**src/rtl/mem_bus_arbiter_pkg.sv**
```systemverilog
// Shared definitions for the memory bus arbiter: FSM encoding and the
// command bundle carried from a request port to the memory port.
package mem_bus_arbiter_pkg;

  typedef enum logic [1:0] {
    StIdle  = 2'd0,
    StIBusy = 2'd1,
    StDBusy = 2'd2
  } arb_state_e;

  typedef struct packed {
    logic        wr;
    logic        w;
    logic        hw;
    logic [31:0] adr;
    logic [31:0] wdata;
  } mem_cmd_t;

endpackage

```
**src/rtl/mem_bus_arbiter_req_latch.sv**
```systemverilog
// Per-port request capture: a pending flag plus the attributes of the
// accepted request. The flag stays set while the port is being serviced and
// clears on its completion, so a pulse during that window is an overrun.
module mem_bus_arbiter_req_latch
  import mem_bus_arbiter_pkg::*;
(
  input  logic     clk,
  input  logic     rst_n,
  input  logic     req,
  input  mem_cmd_t cmd,
  input  logic     done,
  output logic     pending_next,
  output mem_cmd_t cmd_next,
  output logic     ovr
);

  logic     pending_q, pending_d;
  mem_cmd_t cmd_q, cmd_d;
  logic     accept;

  // A pulse on the completion cycle of this port is a fresh request.
  always_comb begin
    accept       = req & (~pending_q | done);
    ovr          = req & pending_q & ~done;
    pending_d    = accept | (pending_q & ~done);
    cmd_d        = accept ? cmd : cmd_q;
    pending_next = pending_d;
    cmd_next     = cmd_d;
  end

  // Pending flag and attribute storage.
  always_ff @(posedge clk or negedge rst_n) begin
    if (!rst_n) begin
      pending_q <= 1'b0;
      cmd_q     <= '0;
    end else begin
      pending_q <= pending_d;
      cmd_q     <= cmd_d;
    end
  end

endmodule

```
**src/rtl/mem_bus_arbiter.sv**
```systemverilog
// Two-port (instruction / data) arbiter onto a single memory port with one
// outstanding transaction and round-robin tie-breaking.
module mem_bus_arbiter
  import mem_bus_arbiter_pkg::*;
(
  input  logic        clk,
  input  logic        rst_n,
  input  logic        i_read_req,
  input  logic        i_read_w,
  input  logic        i_read_hw,
  input  logic [31:0] i_read_adr,
  output logic        i_read_valid,
  output logic [31:0] i_read_data,
  input  logic        d_req,
  input  logic        d_wr,
  input  logic        d_w,
  input  logic        d_hw,
  input  logic [31:0] d_adr,
  input  logic [31:0] d_wdata,
  output logic        d_valid,
  output logic [31:0] d_rdata,
  output logic        m_req,
  output logic        m_wr,
  output logic        m_w,
  output logic        m_hw,
  output logic [31:0] m_adr,
  output logic [31:0] m_wdata,
  input  logic        m_valid,
  input  logic [31:0] m_rdata,
  output logic        arb_ovr
);

  arb_state_e state_q, state_d;
  mem_cmd_t   i_cmd, d_cmd, i_cmd_next, d_cmd_next, m_cmd_q;
  logic       i_pend_next, d_pend_next, i_ovr, d_ovr;
  logic       done_i, done_d, free, grant_i, grant_d;
  logic       last_d_q, m_req_q, ovr_q;

  // Instruction fetches never write.
  assign i_cmd = '{wr: 1'b0, w: i_read_w, hw: i_read_hw, adr: i_read_adr, wdata: 32'd0};
  assign d_cmd = '{wr: d_wr, w: d_w, hw: d_hw, adr: d_adr, wdata: d_wdata};

  assign done_i = (state_q == StIBusy) & m_valid;
  assign done_d = (state_q == StDBusy) & m_valid;
  assign free   = (state_q == StIdle) | done_i | done_d;

  mem_bus_arbiter_req_latch u_i_latch (
    .clk          (clk),
    .rst_n        (rst_n),
    .req          (i_read_req),
    .cmd          (i_cmd),
    .done         (done_i),
    .pending_next (i_pend_next),
    .cmd_next     (i_cmd_next),
    .ovr          (i_ovr)
  );

  mem_bus_arbiter_req_latch u_d_latch (
    .clk          (clk),
    .rst_n        (rst_n),
    .req          (d_req),
    .cmd          (d_cmd),
    .done         (done_d),
    .pending_next (d_pend_next),
    .cmd_next     (d_cmd_next),
    .ovr          (d_ovr)
  );

  // State register.
  always_ff @(posedge clk or negedge rst_n) begin
    if (!rst_n) state_q <= StIdle;
    else        state_q <= state_d;
  end

  // Grant decision whenever the bus is free this cycle (idle or completing).
  always_comb begin
    state_d = state_q;
    grant_i = 1'b0;
    grant_d = 1'b0;
    if (free) begin
      if (i_pend_next && d_pend_next) begin
        grant_i = last_d_q;
        grant_d = ~last_d_q;
      end else begin
        grant_i = i_pend_next;
        grant_d = d_pend_next;
      end
      if (grant_d)      state_d = StDBusy;
      else if (grant_i) state_d = StIBusy;
      else              state_d = StIdle;
    end
  end

  // Completion is forwarded combinationally to the owning port only.
  always_comb begin
    i_read_valid = done_i;
    d_valid      = done_d;
    i_read_data  = done_i ? m_rdata : 32'd0;
    d_rdata      = done_d ? m_rdata : 32'd0;
  end

  // Memory command registered at grant and held until the next grant.
  always_ff @(posedge clk or negedge rst_n) begin
    if (!rst_n) begin
      m_req_q  <= 1'b0;
      m_cmd_q  <= '0;
      last_d_q <= 1'b0;
      ovr_q    <= 1'b0;
    end else begin
      m_req_q <= grant_i | grant_d;
      ovr_q   <= ovr_q | i_ovr | d_ovr;
      if (grant_d) begin
        m_cmd_q  <= d_cmd_next;
        last_d_q <= 1'b1;
      end else if (grant_i) begin
        m_cmd_q  <= i_cmd_next;
        last_d_q <= 1'b0;
      end
    end
  end

  assign m_req   = m_req_q;
  assign m_wr    = m_cmd_q.wr;
  assign m_w     = m_cmd_q.w;
  assign m_hw    = m_cmd_q.hw;
  assign m_adr   = m_cmd_q.adr;
  assign m_wdata = m_cmd_q.wdata;
  assign arb_ovr = ovr_q;

endmodule

```
**config.mk**
```make
export PLATFORM = sky130hd
export DESIGN_NAME = mem_bus_arbiter
export DESIGN_NICKNAME = d
export VERILOG_FILES = /design/src/rtl/mem_bus_arbiter_pkg.sv /design/src/rtl/mem_bus_arbiter_req_latch.sv /design/src/rtl/mem_bus_arbiter.sv
export SDC_FILE = /design/constraint.sdc
export NUM_CORES = 1
export LEC_CHECK = 0
export CORE_MARGIN = 4
export CORE_UTILIZATION = 47
export CTS_CLUSTER_SIZE = 24
export DETAILED_ROUTE_END_ITERATION = 8
export HOLD_SLACK_MARGIN = 0.08
export PLACE_DENSITY = 0.81
export SETUP_SLACK_MARGIN = 0.4
export SLEW_MARGIN = 20
export SYNTH_ARGS = -nofsm -noshare
export SYNTH_HDL_FRONTEND = slang
export SYNTH_SLANG_ARGS = --single-unit
```
**constraint.sdc**
```tcl
create_clock -name clk -period 2.5 [get_ports clk]
set_input_delay 0.25 -clock clk [delete_from_list [all_inputs] [get_ports clk]]
set_output_delay 0.25 -clock clk [all_outputs]
set_load 0.05 [all_outputs]
```
Word-level counts from Yosys, hierarchy flattened:

Cells that the tools add are included.

* logic and storage cells: 66
* input port bits: 138
* output and inout port bits: 135
* register bits after elaboration: 208

* equal/unequal tests: 2
* mux-type cells: 16
* reductions and logical operators: 3
* bitwise logic cells: 24

Operators with widths (number)
* $mux W67: 4
* $mux W32: 2
* $and A1 B1 Y1: 10
* $mux W1: 9
* $or A1 B1 Y1: 9
* $not A1 Y1: 5
* $eq A2 B1 Y1 const B: 1
* $eq A2 B2 Y1 const B: 1
* $logic_not A2 Y1: 1
* $mux W2: 1
* $reduce_bool A2 Y1: 1
* $logic_and A1 B1 Y1: 1

Depth between registers and ports, before layout:

Gate-level depths: netlist (run 1).

* word-level depth: 11
* depth in mapped cells: 8

Hierarchy:

A second synthesis (run 1) with hierarchy kept.

* cells, all modules: 606
* area total of the unflattened synthesis: 9364.0 um2

By module, submodules not included
* mem_bus_arbiter_req_latch: sequential area each 1701.6 um2, area an instance 2660.1 um2, instances 2, cells an instance 147
* mem_bus_arbiter: sequential area each 1801.7 um2, area an instance 4043.9 um2, instances 1, cells an instance 312

Least setup slack after synthesis (run 1):

Ideal clock, no wire load.

* path type: flip-flop to output port
* start point: reg state_q[0]
* end point: out d_rdata[23]
* data arrival time: 1858 ps
* buffers on the path: 2
* cell stages (with the launch flop): 5
* path slack: 392 ps
* cell sequence: dfrtp_1 > and3b_1 > buf_2 > clkbuf_1 > and2_1

* longest elaborated chain between the ends: 3

RTL lines
* start: declaration: line mem_bus_arbiter.sv:33 `arb_state_e state_q, state_d;`
* start signal: assignment: line mem_bus_arbiter.sv:71 `if (!rst_n) state_q <= StIdle;`
* start signal: assignment: line mem_bus_arbiter.sv:72 `else state_q <= state_d;`
* $eq A2 B2 Y1: line mem_bus_arbiter.sv:44 `assign done_d = (state_q == StDBusy) & m_valid;`
* $and A1 B1 Y1: line mem_bus_arbiter.sv:44
* named net d_valid: line mem_bus_arbiter.sv:20 `output logic d_valid,`
* $mux W32: line mem_bus_arbiter.sv:99 `d_rdata = done_d ? m_rdata : 32'd0;`
* end: declaration: line mem_bus_arbiter.sv:21 `output logic [31:0] d_rdata,`

The timed path passes the listed nets, and every way through them passes these cells.

Final worst setup path (run 1):

* start point: reg state_q[1]
* end point: out i_read_data[12]

* longest elaborated chain between the ends: 3

RTL lines
* $eq A2 B1 Y1: line mem_bus_arbiter.sv:43 `assign done_i = (state_q == StIBusy) & m_valid;`
* $and A1 B1 Y1: line mem_bus_arbiter.sv:43
* $mux W32: line mem_bus_arbiter.sv:98 `i_read_data = done_i ? m_rdata : 32'd0;`
* end: declaration: line mem_bus_arbiter.sv:13 `output logic [31:0] i_read_data,`

No other way between the ends.

==> results.cfg, run 1 <==
[outcome]
status = finished, final reports clean

[critical_path]
critPathSlowestCell = dfrtp_1
r2r_start = state_q[0]
crit_arrival_ps = 1810
crit_required_ps = 2250
critPathMaxFanout = 17
worstSetupStartpointType = flop
critical_path.reg2reg.endpoint = m_wdata[12]
critical_path.max_stage_delay_ps = 420
path_cells = nand3b_1, inv_2, buf_12, and2_1, buf_12
r2r_cells = 4
crit_top_cell = buf_12
path_class = flop to output pin
r2r_slack_ps = 460
endpoint_kind = output pin

[sta]
final.setup_skew_ps = 17.89
slew_headroom_pct = 57.15
rsz0062_at_grt = true
worst-slew-pin-transition_ps = 642.7
hold_viol = 0
max_freq_ghz = 0.4844
slew_viol_final = 0
finalSetupViolCount = 0
min_period_ps = 2065
finalCritPeriodShare_pct = 82.58

[placed_design]
gp_congestion = 0.7964
dp.cells = 1221
placedInstanceArea_mm2 = 0.01238
hpwl_um = 16070
portBuffers = 272

[floorplanning]
dieArea_mm2 = 0.02095
die_h_um = 144.7
std_cell_rows = 49
die_width_um = 144.7
ioPinCount = 273
core_mm2 = 0.01815
start_util_pct = 48.41

[worst_hold_path]
hold_class = input pin to asynchronous set/reset pin

[routing]
routed_wl_um = 24850
avgRoutedWirePerCell_um = 19.60
ant_nets = 0
drc = 0
drt-initial-drc-count = 391
dr.pass1.iters = 5
vias = 6674
viasPerCell = 5.263

[global_routing]
grt_pass1_wl_um = 37200
grt_usage_pct = 22.38
grt_pass1_vias = 6861
grt-ovfl-total = 0
grt_max_degree = 70
grt_antenna_before_repair = 1

[final_layout]
fin_area_mm2 = 0.01325
syn2layout_area_growth_pct = 50.83
stdcell_count = 1268
ff_latch_area_mm2 = 0.005205
multi_input_area_mm2 = 0.002889
num_antenna_cells = 0
nFillCells = 1204
final_layout_size_suffix_gt1_share_pct = 17.04
nets = 1163

[clocking]
clk_latency_ps = 500
htree_levels = 1
cts_sinks = 208
cts_tree = built
cts_buffers = 21
cts-root-buf = clkbuf_16
clockBufferDepth = 3
clk_pin_slew_worst_paths_ps = 60

[synth]
synth-seq-area-share_pct = 59.24
syn_area_mm2 = 0.008786
synth_area_leader_cell = dfrtp_1
synthDistinctLibCells = 24
ys_warn_count = 0
netlist.area_leader.share_pct = 59.24
postSynthCellCount = 756
synth_area_leaders = dfrtp_1, mux2i_1, inv_1, o221ai_2, and2_1
syn_avg_cell_area_um2 = 11.62
syn_nets = 894
ys_seq_elements = 208

[power]
max-vdd-ir-drop_v = 0.0006811
power_leakage_uw = 0.006856
power_density_mw_per_mm2 = 1225
p_total_uw = 16230

[run]
maxCapViolations = 0
[worst max-delay path: cells and delay by family (launching register included)]
kind / cells / cell delay, ps
buffers and inverters: 3 / 470
flip-flops: 1 / 420
AND/OR/NAND/NOR: 2 / 420
[timing repair]
action	in CTS	in global routing
hold buffers	1	0
endpoints found under the hold margin	60	0
cloned	0	4
gates resized for setup	7	19
setup buffers	1	4
pin swaps	1	2
setup endpoints to repair	88	132
[state kept, by name, indices dropped and copies added (netlist names)]
register / flops
arb_ovr: 1
m_adr: 32
u_d_latch.pending_q: 1
u_i_latch.cmd_q: 67
u_i_latch.pending_q: 1
m_wdata: 32
m_w: 1
m_req: 1
m_wr: 1
m_hw: 1
state_q: 2
last_d_q: 1
u_d_latch.cmd_q: 67
[report_power, final]
part           total (uW)  internal (uW)  switching, uW
Sequential           5180           4650            536
Combinational        7950           2970           4980
Clock                3100           1830           1270
Total               16200           9450           6780
[cells by family (layout without fill, tap and decap cells)]
| logic type | after synthesis | count (layout) | synth area share, % |
|---|---|---|---|
| compound gates | 77 | 79 | 9.527 |
| buf+inv | 190 | 471 | 9.100 |
| flops | 208 | 208 | 59.24 |
| mux | 101 | 101 | 11.51 |
| simple gates | 180 | 180 | 10.62 |
[worst max-delay path by stage]
stage                           from         endpoint  slack (ps)
after floorplan           state_q[1]  i_read_data[22]         430
after global placement       m_valid         m_adr[1]         100
after detailed placement     m_valid      m_wdata[24]         -20
after CTS                 state_q[1]             m_hw         350
after global routing      state_q[1]  i_read_data[30]         350
final                     state_q[1]  i_read_data[12]         440
[final cells by class]
type | instances | share of cell area [%]
Timing Repair Buffer | 296 | 27.66
Sequential cell | 208 | 39.28
Clock buffer | 31 | 4.702
Clock inverter | 6 | 0.4815
Multi-Input combinational cell | 360 | 21.80
Inverter | 138 | 3.909
Tap cell | 229 | 2.162
[placed cells by master, fill, tap and decap left out, types with 2 or more instances in the layout]
cell type,n
o21ai_4,2
nor2_1,2
inv_1,137
buf_12,72
buf_4,15
clkinvlp_4,2
and2_1,48
nand3_1,67
clkdlybuf4s50_1,205
nand2_1,43
dfrtp_1,208
o221ai_1,39
clkbuf_8,7
clkbuf_1,4
a21o_4,4
clkbuf_16,22
a221o_2,2
and2_4,16
mux2i_1,101
clkinv_2,2
nand2b_1,2
o221ai_2,28
[synth_stat cells, drive strengths merged]
cell type and instances:
nand2 43, nand3 67, o21ai 3, mux2i 101
a31oi 1, a221o 2, buf 33, and2 64
nand3b 1, clkbuf 19, nand2b 2, nor2 2
o21bai 1, inv 138, a21o 3, dfrtp 208
o221ai 67, and3b 1
[per-stage QoR]
| stage | TNS (ps) | hold WS, ps | utilization [%] | worst slack [ps] |
|---|---|---|---|---|
| 6_report | 0 | 305.7 | 73.02 | 435.4 |
| 5_1_grt | 0 | 355.1 | 73.02 | 351.3 |
| 4_1_cts | 0 | 324.7 | 72.24 | 347.3 |
| 3_5_place_dp | -58.68 | 280.8 | 68.24 | -23.34 |
| 3_3_place_gp | 0 | 286.9 | 68.24 | 103.6 |
| 2_1_floorplan | 0 | -45.59 | - | 425.1 |
[per-layer routing]
| metal | track usage (%) | part of all wire, % |
|---|---|---|
| met4 | 6.382 | 2.5 |
| met3 | 4.699 | 7.2 |
| met1 | 28.56 | 39 |
| met2 | 38.84 | 51 |
| met5 | 0 | 0.052 |
Note: power is estimated with default switching activity, not from simulation.
==> run 2, diff against run 1 <==
Clock period 2.5 ns to 2 ns, I/O delays scaled along.
==> run 2 against run 1 <==
The flow now finishes with violations (setup timing). Hold slack got worse by 68 ps. Critical endpoint is now m_adr[20]. Via count rose by 24%. Die area did not move. First-iteration DRC count rose by 84%. Largest power group unchanged. Sequential power rose by 41%. Wire length rose by 71%.
==> results.cfg, run 2 (synthesis results as in run 1) <==
[outcome]
status = finished with violations
violations = setup timing

[global_routing]
grt_usage_pct = 29.38
grt-ovfl-total = 0
grt_pass1_vias = 7805
grt_max_degree = 69
grt_pass1_wl_um = 46460
grt_antenna_before_repair = 6

[routing]
avgRoutedWirePerCell_um = 31.44
dr.pass1.iters = 5
vias = 8300
viasPerCell = 6.148
drc = 0
drt-initial-drc-count = 718
routed_wl_um = 42450
ant_nets = 0

[floorplanning]
start_util_pct = 48.41
dieArea_mm2 = 0.02095
die_h_um = 144.7
die_width_um = 144.7
ioPinCount = 273
core_mm2 = 0.01815
std_cell_rows = 49

[final_layout]
nFillCells = 566
stdcell_count = 1350
layout_commonest_cell = dfrtp_1
fin_util_pct = 91.33
syn2layout_area_growth_pct = 88.65
final_layout_size_suffix_gt1_share_pct = 50.18
nets = 1236
reg_top3 = u_d_latch.cmd_q x67, u_i_latch.cmd_q x67
final_cell_mix = dfrtp_1, clkdlybuf4s50_1, inv_1

[power]
max-vdd-ir-drop_v = 0.001219
power_density_mw_per_mm2 = 1665
power_leakage_uw = 0.007542

[sta]
finalSetupViolCount = 170
rsz0062_at_grt = true
worst-slew-pin-transition_ps = 539.6
finalCritPeriodShare_pct = 112.0
final.setup_skew_ps = 13.97
max_freq_ghz = 0.4464
fin_ws_ps = -240.1
slew_viol_final = 0
slew_headroom_pct = 64.03
hold_viol = 0
min_period_ps = 2240

[clocking]
clk_latency_ps = 500
htree_levels = 1
cts_sinks = 208
clk_pin_slew_worst_paths_ps = 70
cts-root-buf = clkbuf_16
clockBufferDepth = 3
cts_tree = built
cts_buffers = 22

[critical_path]
crit_top_cell = buf_4
critPathSlowestCell = a221o_2
critical_path.reg2reg.endpoint = m_adr[20]
endpoint_kind = flop
critPathMaxFanout = 29
crit_family = buffers and inverters
worstSetupStartpointType = flop
cp-endpoint = m_adr[20]
path_class = flop to flop
path_depth = 8
path_cells = buf_4, buf_4, nand2b_4, a221o_2, buf_4, buf_8, nand3_1, o221ai_2
r2r_slack_ps = -240
r2r_start = state_q[0]
crit_required_ps = 2360
crit_buf_inv = 4
critical_path.max_stage_delay_ps = 430
crit_start = state_q[0]
r2r_cells = 8
crit_arrival_ps = 2600

[placed_design]
place_ws_ps = -78.52
dp.cells = 1235
portBuffers = 272
gp_congestion = 0.8510
hpwl_um = 18050

[run]
maxCapViolations = 0

[worst_hold_path]
hold_class = input pin to asynchronous set/reset pin
==> run 2: stage by stage <==
step                setup TNS, ps  hold WS, ps  instance area [um2]  total power, uW
finish                     -12160        237.7                16570            27600
global route               -16780        298.8                16570            28310
CTS                             0        265.7                14800            23190
detailed placement          -1051        226.3                12790            16980
global placement           -15.88        223.9                12790            16640
floorplan                       0       -95.59                 9017            13160
==> run 2: power breakdown <==
group | switching [uW] | internal [uW]
clock | 1810 | 2900
sequential | 1450 | 5830
combinational | 8720 | 6890
total | 12000 | 15600
==> run 2: worst min-delay path by stage <==
stage	startpoint	endpoint	slack [ps]	cells after the start
after global placement	rst_n	u_d_latch.cmd_q[21]	220	1
after global routing	rst_n	m_wdata[15]	300	2
final	rst_n	u_d_latch.cmd_q[21]	240	2
after detailed placement	rst_n	m_wdata[16]	230	1
after CTS	rst_n	m_wdata[15]	270	2
after floorplan	rst_n	arb_ovr	-100	0
==> run 2: worst register-to-register path: stages (launching register included) <==
cell and delay, ps:
dfrtp_1 420, buf_4 160, buf_4 140, nand2b_4 140
a221o_2 430, buf_4 170, buf_8 180, nand3_1 290
o221ai_2 170
==> run 2: timing repair <==
action | in CTS | in global routing
setup buffers | 23 | 11
setup endpoints to repair | 299 | 322
gates cloned | 15 | 18
hold buffers | 1 | 0
resized for setup | 271 | 355
endpoints found under the hold margin | 60 | 0
pin swaps | 16 | 49
==> run 2: area by class of cell <==
| class | count | area (um2) | share of cell area, % |
|---|---|---|---|
| inverters | 138 | 518.0 | 3.125 |
| clock buffers | 30 | 641.9 | 3.873 |
| well taps | 229 | 286.5 | 1.729 |
| repair buffers | 369 | 4977 | 30.03 |
| clock inverters | 10 | 178.9 | 1.079 |
| multi-input cells | 359 | 4750 | 28.66 |
| flip-flops and latches | 208 | 5205 | 31.40 |
| diodes | 7 | 17.52 | 0.1057 |
==> run 2: per-layer routing <==
layer  GRT usage (%)  up-vias  part of all wire, %
li1                -     3242                    -
met1           35.91     4190                   33
met2           52.04      656                   51
met3           5.981      212                  9.5
met4           10.16        0                  7.2
met5               0        -                    0
==> run 3, diff against run 2 <==
Settings changed: ABC_CLOCK_PERIOD_IN_PS from default to 2000.
==> results of run 3 <==
Final layout, timing and power as in run 2 (identical DEF).
